**src/rtl/core_mc.sv**
```systemverilog
// core_mc: multi-cycle RV32I/RV32E integer core.
// Each instruction walks FETCH -> WAIT -> DECODE -> EXEC, so a zero-wait
// instruction memory gives one retirement every four cycles. Illegal
// instructions and ECALL/EBREAK park the core in HALT until reset.
module core_mc #(
  parameter logic [31:0] RESET_PC      = 32'h0000_0000,
  parameter int          NUM_REGS      = 32,
  parameter bit          ENABLE_BRANCH = 1'b1
) (
  input  logic        clk,
  input  logic        rst_n,
  output logic        imem_req_valid,
  output logic [31:0] imem_req_addr,
  input  logic        imem_req_ready,
  input  logic        imem_rsp_valid,
  input  logic [31:0] imem_rsp_data,
  output logic        retire_valid,
  output logic [31:0] retire_pc,
  output logic [4:0]  retire_rd,
  output logic [31:0] retire_data,
  output logic        halted,
  output logic        illegal,
  input  logic [4:0]  dbg_rd_addr,
  output logic [31:0] dbg_rd_data
);

  localparam logic [6:0] OPC_OP     = 7'b0110011;
  localparam logic [6:0] OPC_OP_IMM = 7'b0010011;
  localparam logic [6:0] OPC_LUI    = 7'b0110111;
  localparam logic [6:0] OPC_AUIPC  = 7'b0010111;
  localparam logic [6:0] OPC_JAL    = 7'b1101111;
  localparam logic [6:0] OPC_JALR   = 7'b1100111;
  localparam logic [6:0] OPC_BRANCH = 7'b1100011;
  localparam logic [6:0] OPC_STORE  = 7'b0100011;
  localparam logic [6:0] OPC_SYSTEM = 7'b1110011;

  localparam logic [31:0] INSN_ECALL  = 32'h0000_0073;
  localparam logic [31:0] INSN_EBREAK = 32'h0010_0073;

  localparam logic [6:0] F7_BASE = 7'b0000000;
  localparam logic [6:0] F7_ALT  = 7'b0100000;

  typedef enum logic [2:0] {
    ST_FETCH,
    ST_WAIT,
    ST_DECODE,
    ST_EXEC,
    ST_HALT
  } state_e;

  // True when a register index exists in this configuration (RV32E has 16).
  function automatic logic reg_ok(input logic [4:0] idx);
    return int'(idx) < NUM_REGS;
  endfunction

  // Architectural and sequencing state
  state_e      state_q, state_d;
  logic [31:0] pc_q, pc_d;
  logic [31:0] ir_q, ir_d;
  logic [31:0] rs1_val_q, rs1_val_d;
  logic [31:0] rs2_val_q, rs2_val_d;
  logic [31:0] imm_q, imm_d;
  logic        started_q, started_d;
  logic        illegal_q, illegal_d;
  logic        retire_valid_q, retire_valid_d;
  logic [31:0] retire_pc_q, retire_pc_d;
  logic [4:0]  retire_rd_q, retire_rd_d;
  logic [31:0] retire_data_q, retire_data_d;

  // Register file (entry 0 is never written, so x0 always reads zero)
  logic [31:0] regs_q [32];
  logic        rf_we;
  logic [4:0]  rf_waddr;
  logic [31:0] rf_wdata;

  // Instruction fields
  logic [6:0]  opcode;
  logic [2:0]  funct3;
  logic [6:0]  funct7;
  logic [4:0]  rd_f, rs1_f, rs2_f;

  assign opcode = ir_q[6:0];
  assign rd_f   = ir_q[11:7];
  assign funct3 = ir_q[14:12];
  assign rs1_f  = ir_q[19:15];
  assign rs2_f  = ir_q[24:20];
  assign funct7 = ir_q[31:25];

  // Register reads; indices outside the configured file read as zero
  logic [31:0] rs1_rdata, rs2_rdata;
  assign rs1_rdata   = (rs1_f == 5'd0 || !reg_ok(rs1_f)) ? 32'h0 : regs_q[rs1_f];
  assign rs2_rdata   = (rs2_f == 5'd0 || !reg_ok(rs2_f)) ? 32'h0 : regs_q[rs2_f];
  assign dbg_rd_data = (dbg_rd_addr == 5'd0 || !reg_ok(dbg_rd_addr))
                       ? 32'h0 : regs_q[dbg_rd_addr];

  // Immediate generation: sign-extend according to the instruction format
  logic [31:0] imm_dec;
  always_comb begin
    // NOTE: every always_comb output gets a default first so that no path
    // through the case leaves it unassigned and infers a latch.
    imm_dec = {{20{ir_q[31]}}, ir_q[31:20]};
    case (opcode)
      OPC_STORE:  imm_dec = {{20{ir_q[31]}}, ir_q[31:25], ir_q[11:7]};
      OPC_BRANCH: imm_dec = {{19{ir_q[31]}}, ir_q[31], ir_q[7], ir_q[30:25],
                             ir_q[11:8], 1'b0};
      OPC_LUI,
      OPC_AUIPC:  imm_dec = {ir_q[31:12], 12'h000};
      OPC_JAL:    imm_dec = {{11{ir_q[31]}}, ir_q[31], ir_q[19:12], ir_q[20],
                             ir_q[30:21], 1'b0};
      default:    imm_dec = {{20{ir_q[31]}}, ir_q[31:20]};
    endcase
  end

  // ALU: register-register or register-immediate depending on opcode
  logic [31:0] op_a, op_b, alu_res;
  logic [4:0]  shamt;
  assign op_a  = rs1_val_q;
  assign op_b  = (opcode == OPC_OP) ? rs2_val_q : imm_q;
  assign shamt = op_b[4:0];

  always_comb begin
    alu_res = 32'h0;
    case (funct3)
      3'b000: alu_res = (opcode == OPC_OP && funct7[5]) ? op_a - op_b : op_a + op_b;
      3'b001: alu_res = op_a << shamt;
      3'b010: alu_res = {31'h0, $signed(op_a) < $signed(op_b)};
      3'b011: alu_res = {31'h0, op_a < op_b};
      3'b100: alu_res = op_a ^ op_b;
      3'b101: alu_res = funct7[5] ? 32'($signed(op_a) >>> shamt) : op_a >> shamt;
      3'b110: alu_res = op_a | op_b;
      default: alu_res = op_a & op_b;
    endcase
  end

  // Branch condition from rs1/rs2
  logic br_taken;
  always_comb begin
    br_taken = 1'b0;
    case (funct3)
      3'b000:  br_taken = rs1_val_q == rs2_val_q;
      3'b001:  br_taken = rs1_val_q != rs2_val_q;
      3'b100:  br_taken = $signed(rs1_val_q) <  $signed(rs2_val_q);
      3'b101:  br_taken = $signed(rs1_val_q) >= $signed(rs2_val_q);
      3'b110:  br_taken = rs1_val_q <  rs2_val_q;
      3'b111:  br_taken = rs1_val_q >= rs2_val_q;
      default: br_taken = 1'b0;
    endcase
  end

  // Execute-stage outcome: legality, result, write enable and next pc
  logic        ex_illegal, ex_sys, ex_wr;
  logic [31:0] ex_result, ex_next_pc;
  logic [31:0] pc_plus4, pc_target, jalr_sum, jalr_target;
  assign pc_plus4    = pc_q + 32'd4;
  assign pc_target   = pc_q + imm_q;
  assign jalr_sum    = rs1_val_q + imm_q;
  assign jalr_target = {jalr_sum[31:1], 1'b0};

  always_comb begin
    ex_illegal = 1'b0;
    ex_sys     = 1'b0;
    ex_wr      = 1'b0;
    ex_result  = alu_res;
    ex_next_pc = pc_plus4;
    case (opcode)
      OPC_OP: begin
        ex_wr = 1'b1;
        if (!(funct7 == F7_BASE ||
              (funct7 == F7_ALT && (funct3 == 3'b000 || funct3 == 3'b101))))
          ex_illegal = 1'b1;
        if (!reg_ok(rd_f) || !reg_ok(rs1_f) || !reg_ok(rs2_f))
          ex_illegal = 1'b1;
      end
      OPC_OP_IMM: begin
        ex_wr = 1'b1;
        if (funct3 == 3'b001 && funct7 != F7_BASE)
          ex_illegal = 1'b1;
        if (funct3 == 3'b101 && funct7 != F7_BASE && funct7 != F7_ALT)
          ex_illegal = 1'b1;
        if (!reg_ok(rd_f) || !reg_ok(rs1_f))
          ex_illegal = 1'b1;
      end
      OPC_LUI: begin
        ex_wr      = 1'b1;
        ex_result  = imm_q;
        ex_illegal = !reg_ok(rd_f);
      end
      OPC_AUIPC: begin
        ex_wr      = 1'b1;
        ex_result  = pc_target;
        ex_illegal = !reg_ok(rd_f);
      end
      OPC_JAL: begin
        ex_wr      = 1'b1;
        ex_result  = pc_plus4;
        ex_next_pc = pc_target;
        ex_illegal = !reg_ok(rd_f) || (pc_target[1:0] != 2'b00);
      end
      OPC_JALR: begin
        ex_wr      = 1'b1;
        ex_result  = pc_plus4;
        ex_next_pc = jalr_target;
        ex_illegal = (funct3 != 3'b000) || !reg_ok(rd_f) || !reg_ok(rs1_f) ||
                     jalr_target[1];
      end
      OPC_BRANCH: begin
        if (br_taken)
          ex_next_pc = pc_target;
        ex_illegal = !ENABLE_BRANCH || (funct3 == 3'b010) || (funct3 == 3'b011) ||
                     !reg_ok(rs1_f) || !reg_ok(rs2_f) ||
                     (br_taken && pc_target[1:0] != 2'b00);
      end
      OPC_SYSTEM: begin
        if (ir_q == INSN_ECALL || ir_q == INSN_EBREAK)
          ex_sys = 1'b1;
        else
          ex_illegal = 1'b1;
      end
      default: ex_illegal = 1'b1;
    endcase
  end

  // Main FSM: next state, datapath captures and retire/write-back control
  always_comb begin
    state_d        = state_q;
    pc_d           = pc_q;
    ir_d           = ir_q;
    rs1_val_d      = rs1_val_q;
    rs2_val_d      = rs2_val_q;
    imm_d          = imm_q;
    started_d      = 1'b1;
    illegal_d      = illegal_q;
    retire_valid_d = 1'b0;
    retire_pc_d    = retire_pc_q;
    retire_rd_d    = retire_rd_q;
    retire_data_d  = retire_data_q;
    rf_we          = 1'b0;
    rf_waddr       = rd_f;
    rf_wdata       = ex_result;

    case (state_q)
      ST_FETCH: begin
        if (imem_req_valid && imem_req_ready)
          state_d = ST_WAIT;
      end
      ST_WAIT: begin
        if (imem_rsp_valid) begin
          ir_d    = imem_rsp_data;
          state_d = ST_DECODE;
        end
      end
      ST_DECODE: begin
        imm_d     = imm_dec;
        rs1_val_d = rs1_rdata;
        rs2_val_d = rs2_rdata;
        state_d   = ST_EXEC;
      end
      ST_EXEC: begin
        if (ex_illegal) begin
          illegal_d = 1'b1;
          state_d   = ST_HALT;
        end else if (ex_sys) begin
          retire_valid_d = 1'b1;
          retire_pc_d    = pc_q;
          retire_rd_d    = 5'd0;
          retire_data_d  = 32'h0;
          state_d        = ST_HALT;
        end else begin
          retire_valid_d = 1'b1;
          retire_pc_d    = pc_q;
          retire_rd_d    = ex_wr ? rd_f : 5'd0;
          retire_data_d  = (ex_wr && rd_f != 5'd0) ? ex_result : 32'h0;
          rf_we          = ex_wr && (rd_f != 5'd0);
          pc_d           = ex_next_pc;
          state_d        = ST_FETCH;
        end
      end
      ST_HALT: state_d = ST_HALT;
      default: state_d = ST_HALT;
    endcase
  end

  // State register for FSM, pc, pipeline latches and retire outputs
  always_ff @(posedge clk or negedge rst_n) begin
    if (!rst_n) begin
      state_q        <= ST_FETCH;
      pc_q           <= RESET_PC;
      ir_q           <= 32'h0;
      rs1_val_q      <= 32'h0;
      rs2_val_q      <= 32'h0;
      imm_q          <= 32'h0;
      started_q      <= 1'b0;
      illegal_q      <= 1'b0;
      retire_valid_q <= 1'b0;
      retire_pc_q    <= 32'h0;
      retire_rd_q    <= 5'd0;
      retire_data_q  <= 32'h0;
    end else begin
      // NOTE: sequential state uses non-blocking assignment so every flop
      // samples its pre-edge inputs regardless of statement order.
      state_q        <= state_d;
      pc_q           <= pc_d;
      ir_q           <= ir_d;
      rs1_val_q      <= rs1_val_d;
      rs2_val_q      <= rs2_val_d;
      imm_q          <= imm_d;
      started_q      <= started_d;
      illegal_q      <= illegal_d;
      retire_valid_q <= retire_valid_d;
      retire_pc_q    <= retire_pc_d;
      retire_rd_q    <= retire_rd_d;
      retire_data_q  <= retire_data_d;
    end
  end

  // Register file write port; entries beyond NUM_REGS are never written
  always_ff @(posedge clk or negedge rst_n) begin
    if (!rst_n) begin
      // NOTE: the register file must read zero after reset, so it is built
      // from resettable flops rather than an unreset RAM macro.
      for (int i = 0; i < 32; i++)
        regs_q[i] <= 32'h0;
    end else begin
      for (int i = 1; i < 32; i++)
        if (i < NUM_REGS && rf_we && rf_waddr == 5'(i))
          regs_q[i] <= rf_wdata;
    end
  end

  // The fetch request stays low through reset and rises on the first edge after.
  assign imem_req_valid = (state_q == ST_FETCH) && started_q;
  assign imem_req_addr  = pc_q;
  assign retire_valid   = retire_valid_q;
  assign retire_pc      = retire_pc_q;
  assign retire_rd      = retire_rd_q;
  assign retire_data    = retire_data_q;
  assign halted         = (state_q == ST_HALT);
  assign illegal        = illegal_q;

endmodule

```
**config.mk**
```make
export PLATFORM = sky130hd
export DESIGN_NAME = core_mc
export DESIGN_NICKNAME = d
export VERILOG_FILES = /design/src/rtl/core_mc.sv
export SDC_FILE = /design/constraint.sdc
export NUM_CORES = 2
export LEC_CHECK = 0
export BUFFER_PORTS_ARGS = -buffer_cell sky130_fd_sc_hd__buf_4
export CORE_MARGIN = 1.5
export CORE_UTILIZATION = 69
export DETAILED_ROUTE_END_ITERATION = 7
export HOLD_SLACK_MARGIN = 0.08
export PLACE_DENSITY = 0.91
export SYNTH_ARGS = -nofsm -noshare
export SYNTH_HDL_FRONTEND = slang
export SYNTH_SLANG_ARGS = --single-unit
```
**constraint.sdc**
```tcl
create_clock -name clk -period 8 [get_ports clk]
set_input_delay 0.4 -clock clk [delete_from_list [all_inputs] [get_ports clk]]
set_output_delay 0.4 -clock clk [all_outputs]
set_load 0.03 [all_outputs]
```
==> flow_summary.ini, run 1 <==
[status]
status = did not finish
haltStage = 5_1_grt
stop_error = [ERROR GRT-0116] Global routing finished with congestion. Check the congestion regions in the DRC Viewer.

[place]
dpl_worst_slack_ps = 1490
numPortBuffers = 177
hpwl_mm = 246
gp_congestion = 1.08

[clock_tree]
cts_setup_buffers = 0
cts.repair.resized = 0
holdBufCountCts = 35
cts_made_buffers = 131
htree_num_levels = 4
root_buffer = clkbuf_16
clock_sinks = 1227
clock_path_buffers = 3

[synthesis]
ys_ff_latch = 1227
synth-edff-count = 0
syn_nets = 8253
ys_warn_count = 32
synth_top_area_share_pct = 36.9
seq_area_frac_synth_pct = 36.9
yosysMostFrequentCell = dfrtp_1
ys.flop_type = dfrtp_1
synthCells = 8017
synth_cell_types = 99
synth_top_cell_by_area = dfrtp_1
ys_top_cells_by_area = dfrtp_1, mux4_2, o21ai_0, nand2_1, a21oi_1
synth_common_cells = dfrtp_1, nand2_1, o21ai_0
syn_area_um2 = 83100
avgSynthCellArea_um2 = 10.4
async_reset_ff_share_pct = 100

[grt]
track_usage_pct = 85.6
grt_pass1_wl_mm = 750
grt_pass1_vias = 98390
grt_start_max_net_pins = 187
grt_overflow = 552

[floorplanning]
die_w_um = 350
num_io_pins = 178
row_count = 127
start_util_pct = 69.5
die_h_um = 350
[routing by layer]
layer | global-route usage [%] | GRT overflow
met2 | 95.9 | 178
met5 | 58.5 | 15
met1 | 86.3 | 77
met4 | 86.0 | 185
met3 | 74.6 | 97
[per-stage QoR]
step	utilization, %	hold WS [ps]	cells	cell area (um^2)
2_1_floorplan	-	104	8017	83100
3_3_place_gp	71.9	453	9294	86000
3_5_place_dp	71.9	454	9294	86000
4_1_cts	75.7	267	9557	90600
[kinds of logic after synthesis]
kind of cell / count (synthesis) / synth area share, %
AO/OA/AOI/OAI: 2232 / 15.6
AND/OR/NAND/NOR: 2106 / 10.9
flip-flops: 1227 / 36.9
multiplexers: 1219 / 28.1
buffers and inverters: 937 / 4.46
adder cells (fa/ha/maj): 195 / 2.97
XOR/XNOR: 100 / 1.05
other: 1 / 0.00451
==> inputs of run 2 (changes only) <==
Settings changed: CORE_UTILIZATION 69 to 40, HOLD_SLACK_MARGIN 0.08 to default, PLACE_DENSITY 0.91 to default, PLACE_DENSITY_LB_ADDON from default to 0.15.
==> run 2 against run 1 <==
  * The flow now finishes without violations
  * Synthesized cell count is the same
  * Area after synthesis is the same
==> flow_summary.ini, run 2 <==
[status]
status = finished, final reports clean

[sta]
fin_crit_ps = 6890
rsz0062_at_grt = no
report.final.setup_viol = 0
hold_ws_ps = 138
hold_violations = 0
tightest_slew_ps = 1320
slew-limit-headroom_pct = 12.1
max_freq_ghz = 0.145
tns_ps = 0
min_period_over_period_pct = 86.1
slew_viol_final = 0
clock_skew_ps = 50.0

[critical_path]
path_max_fanout = 52
crit_path_max_incr_delay_ps = 1190
cp_slowest_cell = a31oi_4
cp.arrival_ps = 7510
start_kind = flop
required_ps = 8620
timing.rr.start = ir_q[3]
crit_top_cell = o221ai_1
reg2reg_depth = 12
setup.worst_path.class = reg -> reg
worst_setup_path_end_kind = flop
crit_chain = nand3b_1, nor3_2, nor2_4, inv_4, buf_4, mux4_2, mux2i_1, nor2_1, o221ai_1, o221ai_1, a31oi_4, o21ai_0
r2r_end = regs_q[838]
r2r_slack_ps = 1110

[power]
power_switching_mw = 3.14
power_frac_seq_pct = 45.8
finalPower_mw = 13.6
vdd_drop_max_uv = 234
p_clk_share_pct = 51.6
p_int_mw = 10.4
total_leakage_power_nw = 37.9
cellPowerDensity_nw_per_um2 = 146
combPwrFrac_pct = 2.6
switching_share_pct = 23.2

[clock_tree]
cts.repair.resized = 0
holdBufCountCts = 35
path_clk_slew_ps = 80
htree_num_levels = 4
clk-insertion-delay-late_ps = 830
root_buffer = clkbuf_16
clock_path_buffers = 3
cts_setup_buffers = 0
cts_made_buffers = 146
clock_sinks = 1227
cts_tree = done

[drt]
met1Wirelength_mm = 147
postRouteAntennaNets = 0
wl_per_cell_um = 34.9
vias_per_cell = 6.58
via_count = 70376
drc = 0
top_layer = met5
routed_wl_mm = 373
wl_met2_mm = 170
route.met3.wl_mm = 32.4
dr.pass1.iters = 8
drtIter0Drc = 8134

[synthesis]
synth_common_cells = dfrtp_1, nand2_1, o21ai_0
synth-simple-area-share_pct = 10.9
synth_top_area_share_pct = 36.9
async_reset_ff_share_pct = 100
synthCells = 8017
synth_top_cell_by_area = dfrtp_1
synth_compound_area_share_pct = 15.6
yosys.area_share.adder_pct = 2.97
ys.flop_type = dfrtp_1
ys_warn_count = 32
synth_cell_types = 99
muxShareOfSynthArea_pct = 28.1
syn_area_um2 = 83100
seq_area_frac_synth_pct = 36.9
syn_nets = 8253
avgSynthCellArea_um2 = 10.4
synth-edff-count = 0
ys_top_cells_by_area = dfrtp_1, mux4_2, o21ai_0, nand2_1, a21oi_1
yosysMostFrequentCell = dfrtp_1
synth_xor_xnor_area_share_pct = 1.05
synth_top_family_by_area = multiplexers
ys_ff_latch = 1227

[min_path]
hold_class = in -> async

[grt]
grt_pass1_wl_mm = 528
antenna_found_initial = 22
track_usage_pct = 35.1
grt_start_max_net_pins = 169
grt_pass1_vias = 68147
grt_overflow = 0

[floorplanning]
num_io_pins = 178
start_util_pct = 40.2
row_count = 167
die_h_um = 459
core-area_um2 = 207000
die_area_um2 = 211000
die_w_um = 459

[place]
gp_congestion = 1.03
hpwl_mm = 249
numPortBuffers = 177

[layout]
largest_register_ffs = 992
finish.net_count = 8102
final_cell_mix = dfrtp_1, nand2_1, o21ai_0
final_common_cell = dfrtp_1
drive_above_1_share_pct = 23.0
area_growth_syn_to_layout_pct = 11.5
largest_register = regs_q

[run]
cap_violations = 0
run 2: cell counts after synthesis:
No cell type changed its count.
run 2: power groups by stage:
stage	logic (mW)	clock network, mW	registers (mW)
3_5_place_dp	0.352	0	6.32
5_1_grt	0.389	7.37	6.20
4_1_cts	0.366	7.11	6.21
6_report	0.357	7.00	6.21
2_1_floorplan	0.130	0	6.32
3_3_place_gp	0.352	0	6.32
run 2: worst max-delay path, delay by kind of cell, from the launching register on:
kind / cells / cell delay [ps]
AOI/OAI and AO/OA: 4 / 2690
DFF: 1 / 560
buffers and inverters: 2 / 700
and+or+nand+nor: 4 / 1460
muxes: 2 / 1170
run 2: cell families (layout without fill, tap and decap cells):
| logic type | Yosys count | after routing |
|---|---|---|
| and+or+nand+nor | 2106 | 2106 |
| buffers and inverters | 937 | 898 |
| DFF | 1227 | 1227 |
| adders and majority gates | 195 | 195 |
| other | 1 | 8 |
| xor gates and xnor gates | 100 | 100 |
| AOI/OAI and AO/OA | 2232 | 2232 |
| muxes | 1219 | 1219 |
run 2: area by class of cell:
type | count | area [um^2]
antenna | 7 | 17.5
fill | 19501 | 114000
multi-input combinational | 5853 | 49100
tap | 2704 | 3380
sequential | 1227 | 30700
timing repair buffer | 465 | 3850
clock buffer | 201 | 4140
clock inverter | 59 | 786
inverter | 173 | 652
run 2: worst max path at each step:
| stage | start | to |
|---|---|---|
| after global placement | ir_q[3] | regs_q[774] |
| after detailed placement | ir_q[3] | regs_q[838] |
| after CTS | ir_q[3] | regs_q[838] |
| after floorplan | ir_q[2] | regs_q[157] |
| after global routing | ir_q[3] | regs_q[838] |
| final | ir_q[3] | regs_q[838] |
run 2: metal layers:
layer  up-vias  global-route usage [%]
li1      29623                       -
met1     36076                    46.5
met2      3829                    54.3
met3       832                    7.23
met4        16                    18.5
met5         -                       0
run 2: through the flow:
stage	worst slack [ps]	instances	area (um^2)	util (%)
global route	1250	10683	92700	44.8
finish	1110	10689	92700	44.8
detailed placement	1350	10387	87400	42.2
floorplan	2790	8017	83100	-
CTS	1300	10682	92700	44.8
global placement	1370	10387	87400	42.2
Power figures use the tool's default switching activity.
